===== src/rtl/ast_width_narrower.sv =====
// Avalon-ST width narrower: buffers one wide beat and replays it as N narrow
// slices, MSB slice first. A trailing eop beat is trimmed by its empty count.
module ast_width_narrower #(
  parameter int DATA_IN_W   = 128,
  parameter int DATA_OUT_W  = 64,
  parameter int CHANNEL_W   = 10,
  parameter int EMPTY_IN_W  = ($clog2(DATA_IN_W/8)  == 0) ? 1 : $clog2(DATA_IN_W/8),
  parameter int EMPTY_OUT_W = ($clog2(DATA_OUT_W/8) == 0) ? 1 : $clog2(DATA_OUT_W/8)
) (
  input  logic                   clk_i,
  input  logic                   srst_i,

  input  logic [DATA_IN_W-1:0]   ast_data_i,
  input  logic                   ast_startofpacket_i,
  input  logic                   ast_endofpacket_i,
  input  logic                   ast_valid_i,
  input  logic [EMPTY_IN_W-1:0]  ast_empty_i,
  input  logic [CHANNEL_W-1:0]   ast_channel_i,
  output logic                   ast_ready_o,

  output logic [DATA_OUT_W-1:0]  ast_data_o,
  output logic                   ast_startofpacket_o,
  output logic                   ast_endofpacket_o,
  output logic                   ast_valid_o,
  output logic [EMPTY_OUT_W-1:0] ast_empty_o,
  output logic [CHANNEL_W-1:0]   ast_channel_o,
  input  logic                   ast_ready_i
);

  localparam int N        = DATA_IN_W / DATA_OUT_W;
  localparam int OB       = DATA_OUT_W / 8;
  localparam int IN_BYTES = DATA_IN_W / 8;
  localparam int KW       = (N > 1) ? $clog2(N) : 1;

  localparam logic [0:0] IDLE = 1'b0;
  localparam logic [0:0] SEND = 1'b1;

  logic [0:0]             state;
  logic [KW-1:0]          k;
  logic [KW-1:0]          last_k;
  logic [DATA_IN_W-1:0]   data_buf;
  logic                   sop_buf;
  logic                   eop_buf;
  logic [EMPTY_OUT_W-1:0] empty_buf;
  logic [CHANNEL_W-1:0]   ch_buf;

  logic [31:0]            byte_cnt;
  logic [31:0]            slice_cnt;
  logic [31:0]            pad_cnt;
  logic [KW-1:0]          load_last;
  logic [EMPTY_OUT_W-1:0] load_empty;

  logic send;
  logic last_slice;
  logic load;
  logic advance;

  // Slice count and trailing pad are resolved at load time so the replay
  // path only compares k against a stored index.
  // NOTE: every always_comb output gets a value before any branch, so no
  // path can leave one unassigned and infer a latch.
  always_comb begin
    byte_cnt  = 32'(IN_BYTES) - 32'(ast_empty_i);
    slice_cnt = (byte_cnt + 32'(OB - 1)) / 32'(OB);
    if (slice_cnt == 32'd0)     slice_cnt = 32'd1;
    if (slice_cnt > 32'(N))     slice_cnt = 32'(N);
    pad_cnt    = slice_cnt * 32'(OB) - byte_cnt;
    load_last  = ast_endofpacket_i ? KW'(slice_cnt - 32'd1) : KW'(N - 1);
    load_empty = ast_endofpacket_i ? EMPTY_OUT_W'(pad_cnt) : '0;
  end

  assign send        = (state == SEND);
  assign last_slice  = (k == last_k);
  assign ast_valid_o = send && !srst_i;
  assign ast_ready_o = !srst_i && (!send || (last_slice && ast_ready_i));
  assign load        = ast_valid_i && ast_ready_o;
  assign advance     = ast_valid_o && ast_ready_i;

  // NOTE: the beat buffer is cleared on reset along with the control state
  // so zeroed outputs never depend on gating alone after reset releases.
  always_ff @(posedge clk_i) begin
    if (srst_i) begin
      state     <= IDLE;
      k         <= '0;
      last_k    <= '0;
      data_buf  <= '0;
      sop_buf   <= 1'b0;
      eop_buf   <= 1'b0;
      empty_buf <= '0;
      ch_buf    <= '0;
    end else if (load) begin
      // NOTE: non-blocking assignments keep every register reading the
      // pre-edge values, independent of statement order.
      state     <= SEND;
      k         <= '0;
      last_k    <= load_last;
      data_buf  <= ast_data_i;
      sop_buf   <= ast_startofpacket_i;
      eop_buf   <= ast_endofpacket_i;
      empty_buf <= load_empty;
      ch_buf    <= ast_channel_i;
    end else if (advance) begin
      if (last_slice) begin
        state <= IDLE;
        k     <= '0;
      end else begin
        k <= k + KW'(1);
      end
      // Shift so the next slice always sits in the top DATA_OUT_W bits.
      data_buf <= data_buf << DATA_OUT_W;
    end
  end

  assign ast_data_o          = ast_valid_o ? data_buf[DATA_IN_W-1 -: DATA_OUT_W] : '0;
  assign ast_startofpacket_o = ast_valid_o && sop_buf && (k == '0);
  assign ast_endofpacket_o   = ast_valid_o && eop_buf && last_slice;
  assign ast_empty_o         = ast_endofpacket_o ? empty_buf : '0;
  assign ast_channel_o       = ast_valid_o ? ch_buf : '0;

endmodule


===== config.mk =====
export PLATFORM = sky130hd
export DESIGN_NAME = ast_width_narrower
export DESIGN_NICKNAME = d
export VERILOG_FILES = /design/src/rtl/ast_width_narrower.sv
export SDC_FILE = /design/constraint.sdc
export NUM_CORES = 1
export LEC_CHECK = 0
export BUFFER_PORTS_ARGS = -buffer_cell sky130_fd_sc_hd__buf_2
export CORE_MARGIN = 5
export CORE_UTILIZATION = 50
export CTS_BUF_LIST = sky130_fd_sc_hd__clkbuf_4
export CTS_CLUSTER_DIAMETER = 80
export DETAILED_ROUTE_END_ITERATION = 6
export GPL_TIMING_DRIVEN = 1
export HOLD_SLACK_MARGIN = 0.02
export PLACE_DENSITY = 0.79
export SETUP_SLACK_MARGIN = 0.1
export SYNTH_ARGS = -nofsm -noshare
export SYNTH_HDL_FRONTEND = slang
export SYNTH_SLANG_ARGS = --single-unit

===== constraint.sdc =====
create_clock -name clk_i -period 3.6 [get_ports clk_i]
set_input_delay 1.08 -clock clk_i [delete_from_list [all_inputs] [get_ports clk_i]]
set_output_delay 1.08 -clock clk_i [all_outputs]
set_load 0.05 [all_outputs]

==> impl_metrics.env, run 1 <==
export IMPL_area_growth_pct=20.0
export IMPL_fillers=1303
export IMPL_outcome="finished clean"
export IMPL_synth_cell_types=32
export IMPL_synth_most_common_cell="dfxtp_1"
export IMPL_synth_seq_area_share=0.418
export IMPL_timing_rr_end="ch_buf[3]"
export IMPL_hold_viol=0
export IMPL_postCtsSetupBuffers=0
export IMPL_path_class="input pin to primary output"
export IMPL_grt_pass1_vias=6313
export IMPL_async_reset_ff_frac=0
export IMPL_hold_slack_ns=0.467
export IMPL_cts_htree_levels=4
export IMPL_drive_above_1_share=0.297
export IMPL_crit_slowest_cell="buf_4"
export IMPL_synth_warnings=0
export IMPL_grt_overflow=0
export IMPL_total_power_mw=3.31
export IMPL_synth_common_cells="dfxtp_1, nand2_1, and2_1"
export IMPL_synth_top_area_cell="dfxtp_1"
export IMPL_core_um2=13800
export IMPL_synth_edf_count=0
export IMPL_clk_latency_ns=0.53
export IMPL_first_pass_iters=5
export IMPL_cts_tree="yes"
export IMPL_dp_hpwl_mm=13.1
export IMPL_maxCapViolations=0
export IMPL_dpl_instance_area_um2=8120
export IMPL_worstMarginPinSlew_ns=0.981
export IMPL_hold_buffers=0
export IMPL_cp_cell_sequence="buf_4 -> nor2b_4 -> buf_4 -> and3_1 -> buf_2"
export IMPL_r2r_cells=6
export IMPL_die_h_um=128
export IMPL_fin_nets=1161
export IMPL_cp_buffers_inverters=3
export IMPL_fp_dieW_um=128
export IMPL_postSynthAreaPerCell_um2=8.28
export IMPL_power_leakage_nw=3.37
export IMPL_r2r_setup_slack_ns=1.19
export IMPL_fin_crit_sh=0.895
export IMPL_period_minus_slack_ns=3.22
export IMPL_fmax_mhz=310
export IMPL_drt_wirelength_per_cell_um=16.8
export IMPL_path_common_cell="buf_4"
export IMPL_ios=229
export IMPL_tns_ns=0
export IMPL_maxSlewHeadroom=0.343
export IMPL_critPathTopFamily="buffers and inverters"
export IMPL_grt_max_degree=131
export IMPL_syn_area_um2=6990
export IMPL_synth_top_area_frac=0.418
export IMPL_critPathArrivalTime_ns=2.14
export IMPL_drc_errors=0
export IMPL_grt_pass1_wl_mm=31.7
export IMPL_ys_ff_latch=146
export IMPL_num_rows=43
export IMPL_synth_cells=845
export IMPL_rr_startpoint="k"
export IMPL_gp_congestion=0.849
export IMPL_final_area_um2=8400
export IMPL_ctsResizeCount=0
export IMPL_cts_buffers=17
export IMPL_drv_slew=0
export IMPL_cp_depth=5
export IMPL_cts_root_buf="clkbuf_4"
export IMPL_antenna_found_initial=3
export IMPL_vias=6838
export IMPL_hold_class="register to register"
export IMPL_start_util=0.508
export IMPL_syn_num_nets=996
export IMPL_viasPerCell=5.67
export IMPL_route_antenna_remaining_nets=0
export IMPL_cp_endpoint="ast_startofpacket_o"
export IMPL_place_port_buffers=228
export IMPL_p_per_area_nw_per_um2=394
export IMPL_synth_main_ff_cell="dfxtp_1"
export IMPL_track_usage=0.237
export IMPL_grt_setup_unrepaired="false"
export IMPL_required_ns=2.52
export IMPL_worstSetupStartpoint="srst_i"
export IMPL_worstPathMaxFanout=48
export IMPL_cts_buffer_depth=2
export IMPL_synth_area_top_cells="dfxtp_1, nand2_1, and2_1"
export IMPL_setup_viol=0
export IMPL_finClkSkew_ns=0.0156
export IMPL_drt_total_wl_mm=20.2
export IMPL_path_clk_slew_ns=0.11
export IMPL_die_area_um2=16500
export IMPL_cts_sinks=146
export IMPL_cpPeakStageDelay_ns=0.33
export IMPL_critPathLaunchType="input pin"
export IMPL_ir_worst_vdd_v=0.000192
export IMPL_cp_end_kind="primary output"
export IMPL_drtIter0Drc=604
[cells by family (layout without fill, tap and decap cells)]
logic type	Yosys count	count (layout)	share of synthesized area
AOI/OAI and AO/OA	209	209	0.230
DFF	146	146	0.418
and+or+nand+nor	377	377	0.265
adders and majority gates	3	3	0.00537
muxes	4	4	0.00590
buffers and inverters	103	281	0.0724
xor gates and xnor gates	3	3	0.00376
other	0	3	0
[registers in the layout, indices dropped and copies added, names as in the netlist]
register   cells
last_k         1
k              1
empty_buf      3
eop_buf        1
data_buf     128
ch_buf        10
send           1
sop_buf        1
[area by class of cell]
class | count | area, um^2 | area share
Sequential cell | 146 | 2920 | 0.348
Clock inverter | 8 | 86.3 | 0.0103
Timing Repair Buffer | 245 | 1350 | 0.161
Tap cell | 180 | 225 | 0.0268
Multi-Input combinational cell | 596 | 3610 | 0.430
Inverter | 4 | 15.0 | 0.00179
Clock buffer | 24 | 180 | 0.0215
Antenna cell | 3 | 7.51 | 0.000894
[per-layer routing]
layer	vias up	GRT usage	wire length [um]
li1	3364	-	-
met1	3160	0.306	8620
met2	277	0.382	9760
met3	37	0.0450	1390
met4	0	0.113	481
met5	-	0	0
[how the worst min path moves through the flow]
stage	startpoint	end	slack [ns]	cells after the start
after floorplan	ch_buf[0]	ch_buf[0]	0.44	2
after global placement	ch_buf[5]	ch_buf[5]	0.45	2
after detailed placement	ch_buf[8]	ch_buf[8]	0.45	2
after CTS	ch_buf[8]	ch_buf[8]	0.47	2
after global routing	ch_buf[4]	ch_buf[4]	0.50	2
final	ch_buf[6]	ch_buf[6]	0.47	2
[stage by stage]
stage                     instances  setup WS [ns]   util
after floorplan                 845          0.152      -
after global placement         1171          0.443  0.590
after detailed placement       1171          0.380  0.590
after CTS                      1203          0.379  0.609
after global routing           1206          0.262  0.610
final                          1206          0.377  0.610
[placed cells by master, fill, tap and decap left out, types with 4 or more instances in the layout]
cell type,count
a21oi_1,64
clkbuf_4,24
a311oi_1,41
inv_1,4
nand3_1,75
buf_12,6
o211ai_1,64
nand2b_1,15
nor2_1,4
nand2_1,129
buf_4,13
nor3_1,65
and2_1,77
dfxtp_1,146
o21ai_1,13
a311oi_2,23
buf_2,226
[power breakdown]
part | switching [mW] | total [mW] | internal [mW]
combinational | 0.347 | 0.548 | 0.201
sequential | 0.0501 | 1.76 | 1.71
clock | 0.539 | 0.996 | 0.457
total | 0.936 | 3.31 | 2.37
[worst min-delay path: stages, from the launching register on]
cell      delay [ns]
dfxtp_1         0.32
nand2b_1        0.06
o21ai_1         0.05
Note: power is estimated with default switching activity, not from simulation.
==> inputs of run 2 (changes only) <==
--- a/config.mk
+++ b/config.mk
@@ -10,5 +10,4 @@
 export CORE_UTILIZATION = 50
 export CTS_BUF_LIST = sky130_fd_sc_hd__clkbuf_4
-export CTS_CLUSTER_DIAMETER = 80
 export DETAILED_ROUTE_END_ITERATION = 6
 export GPL_TIMING_DRIVEN = 1
==> constraint.sdc (replaced) <==
create_clock -name clk_i -period 3.6 [get_ports clk_i]
set_input_delay 0.54 -clock clk_i [delete_from_list [all_inputs] [get_ports clk_i]]
set_output_delay 0.54 -clock clk_i [all_outputs]
set_load 0.05 [all_outputs]
==> run 2 against run 1 <==
Effect of this change:
- clock power decreased by 14%
- critical path type is now register to primary output
- clock-buffer cell count decreased by 7
- clock skew decreased by 0.0026 ns
- power decreased by 4.6%
- final cell count decreased by 0.58%
- flip-flop and latch count unchanged
- sequential share of layout area increased by 0.64 points
- largest power group unchanged
- via count decreased by 0.19%
- critical endpoint is now ast_data_o[62]
- non-clock buffer count decreased by 3
- highest routed layer unchanged
==> impl_metrics.env, run 2 (synthesis results as in run 1) <==
export IMPL_first_pass_iters=5
export IMPL_worstHoldPathCells=3
export IMPL_viasPerCell=5.69
export IMPL_setup_viol=0
export IMPL_top_register="data_buf"
export IMPL_crit_slowest_cell="buf_4"
export IMPL_fillers=1305
export IMPL_fin_nets=1158
export IMPL_fmax_mhz=362
export IMPL_hold_viol=0
export IMPL_final_area_um2=8240
export IMPL_grt_pass1_vias=6575
export IMPL_postCtsSetupBuffers=0
export IMPL_p_per_area_nw_per_um2=383
export IMPL_place_port_buffers=228
export IMPL_ir_worst_vdd_v=0.000175
export IMPL_worstMarginPinSlew_ns=0.957
export IMPL_cp_cell_sequence="nor2b_4 -> buf_4 -> and2_1 -> buf_2"
export IMPL_cts_htree_levels=4
export IMPL_fp_dieW_um=128
export IMPL_hold_buffers=0
export IMPL_ios=229
export IMPL_clk_latency_ns=0.54
export IMPL_layout_common_cells="buf_2, dfxtp_1, nand2_1"
export IMPL_maxSlewHeadroom=0.360
export IMPL_required_ns=3.06
export IMPL_cp_end_kind="primary output"
export IMPL_cts_sinks=146
export IMPL_drv_slew=0
export IMPL_die_h_um=128
export IMPL_drive_above_1_share=0.289
export IMPL_dp_hpwl_mm=12.6
export IMPL_outcome="finished clean"
export IMPL_cpPeakStageDelay_ns=0.52
export IMPL_drt_wirelength_per_cell_um=16.8
export IMPL_r2r_cells=6
export IMPL_drt_total_wl_mm=20.1
export IMPL_hold_path_end="ch_buf[1]"
export IMPL_core_um2=13800
export IMPL_cts_buffer_depth=2
export IMPL_utilization=0.598
export IMPL_vias=6825
export IMPL_critPathLaunchType="register"
export IMPL_worstSetupStartpoint="send"
export IMPL_mostFrequentLayoutCell="buf_2"
export IMPL_start_util=0.508
export IMPL_drc_errors=0
export IMPL_drtIter0Drc=697
export IMPL_rr_startpoint="k"
export IMPL_period_minus_slack_ns=2.76
export IMPL_r2r_setup_slack_ns=1.33
export IMPL_path_clk_slew_ns=0.11
export IMPL_maxCapViolations=0
export IMPL_track_usage=0.241
export IMPL_grt_max_degree=129
export IMPL_num_rows=43
export IMPL_dpl_instance_area_um2=8030
export IMPL_grt_setup_unrepaired="false"
export IMPL_grt_pass1_wl_mm=32.3
export IMPL_worstPathMaxFanout=76
export IMPL_ctsResizeCount=0
export IMPL_fin_crit_sh=0.767
export IMPL_gp_congestion=0.811
export IMPL_cts_tree="yes"
export IMPL_largest_reg_flops=128
export IMPL_cts_root_buf="clkbuf_4"
export IMPL_regArea_um2=2920
export IMPL_timing_rr_end="data_buf[101]"
export IMPL_cts_buffers=17
export IMPL_hp_start="ast_channel_i[1]"
export IMPL_grt_overflow=0
export IMPL_antenna_found_initial=2
export IMPL_multi_input_area_um2=3610
export IMPL_critPathArrivalTime_ns=2.22
export IMPL_tns_ns=0
export IMPL_finClkSkew_ns=0.0130
export IMPL_path_class="register to primary output"
export IMPL_power_leakage_nw=3.30
export IMPL_route_antenna_remaining_nets=0
export IMPL_reg_top3="data_buf x128, ch_buf x10, empty_buf x3"
export IMPL_hold_class="input pin to register"
export IMPL_area_growth_pct=17.9
export IMPL_die_area_um2=16500
run 2: cell types whose count changed in the layout (fill, tap and decap cells not counted):
cell / before / now
buf_12: 6 / 1
buf_2: 226 / 227
buf_4: 13 / 14
bufinv_16: 2 / 1
clkbuf_4: 24 / 17
clkinv_1: 3 / 7
clkinv_2: 3 / 4
diode_2: 3 / 2
run 2: per-layer routing:
layer  wire length (um)  share of wire  track usage  vias up
met2               9650           0.48        0.395      251
met5                  0              0            0        -
met1               8620           0.43        0.309     3180
li1                   -              -            -     3352
met3               1260          0.063       0.0467       42
met4                557          0.028        0.102        0
run 2: cell type report:
type / instances / area share
Sequential cell: 146 / 0.355
Tap cell: 180 / 0.0273
Timing Repair Buffer: 242 / 0.153
Inverter: 4 / 0.00182
Antenna cell: 2 / 0.000607
Multi-Input combinational cell: 596 / 0.438
Clock buffer: 17 / 0.0155
Clock inverter: 12 / 0.00926
run 2: power by group:
part / switching, mW / leakage, nW / internal (mW)
sequential: 0.0518 / 1.20 / 1.71
clock: 0.544 / 0.119 / 0.309
combinational: 0.345 / 1.98 / 0.192
total: 0.941 / 3.30 / 2.22
run 2: worst max path at each step:
stage / end / slack [ns] / depth (start not counted)
6_report: ast_data_o[62] / 0.84 / 4
5_1_grt: ast_data_o[62] / 0.68 / 4
4_1_cts: ast_data_o[62] / 0.78 / 4
3_5_place_dp: ast_data_o[62] / 0.98 / 5
3_3_place_gp: ast_data_o[62] / 1.04 / 5
2_1_floorplan: ast_channel_o[0] / 1.23 / 3
run 2: worst max-delay path: cells and delay by family, from the launching register on:
family,cells,cell delay [ns]
buf+inv,2,0.81
simple gates,2,0.44
flops,1,0.42
run 2: metrics by stage:
stage	setup WS (ns)	hold WS [ns]	cells	power (mW)
6_report	0.840	0.219	1199	3.16
5_1_grt	0.675	0.185	1199	3.32
4_1_cts	0.783	0.172	1197	3.18
3_5_place_dp	0.980	0.454	1168	2.34
3_3_place_gp	1.04	0.447	1168	2.33
2_1_floorplan	1.23	0.438	845	2.16
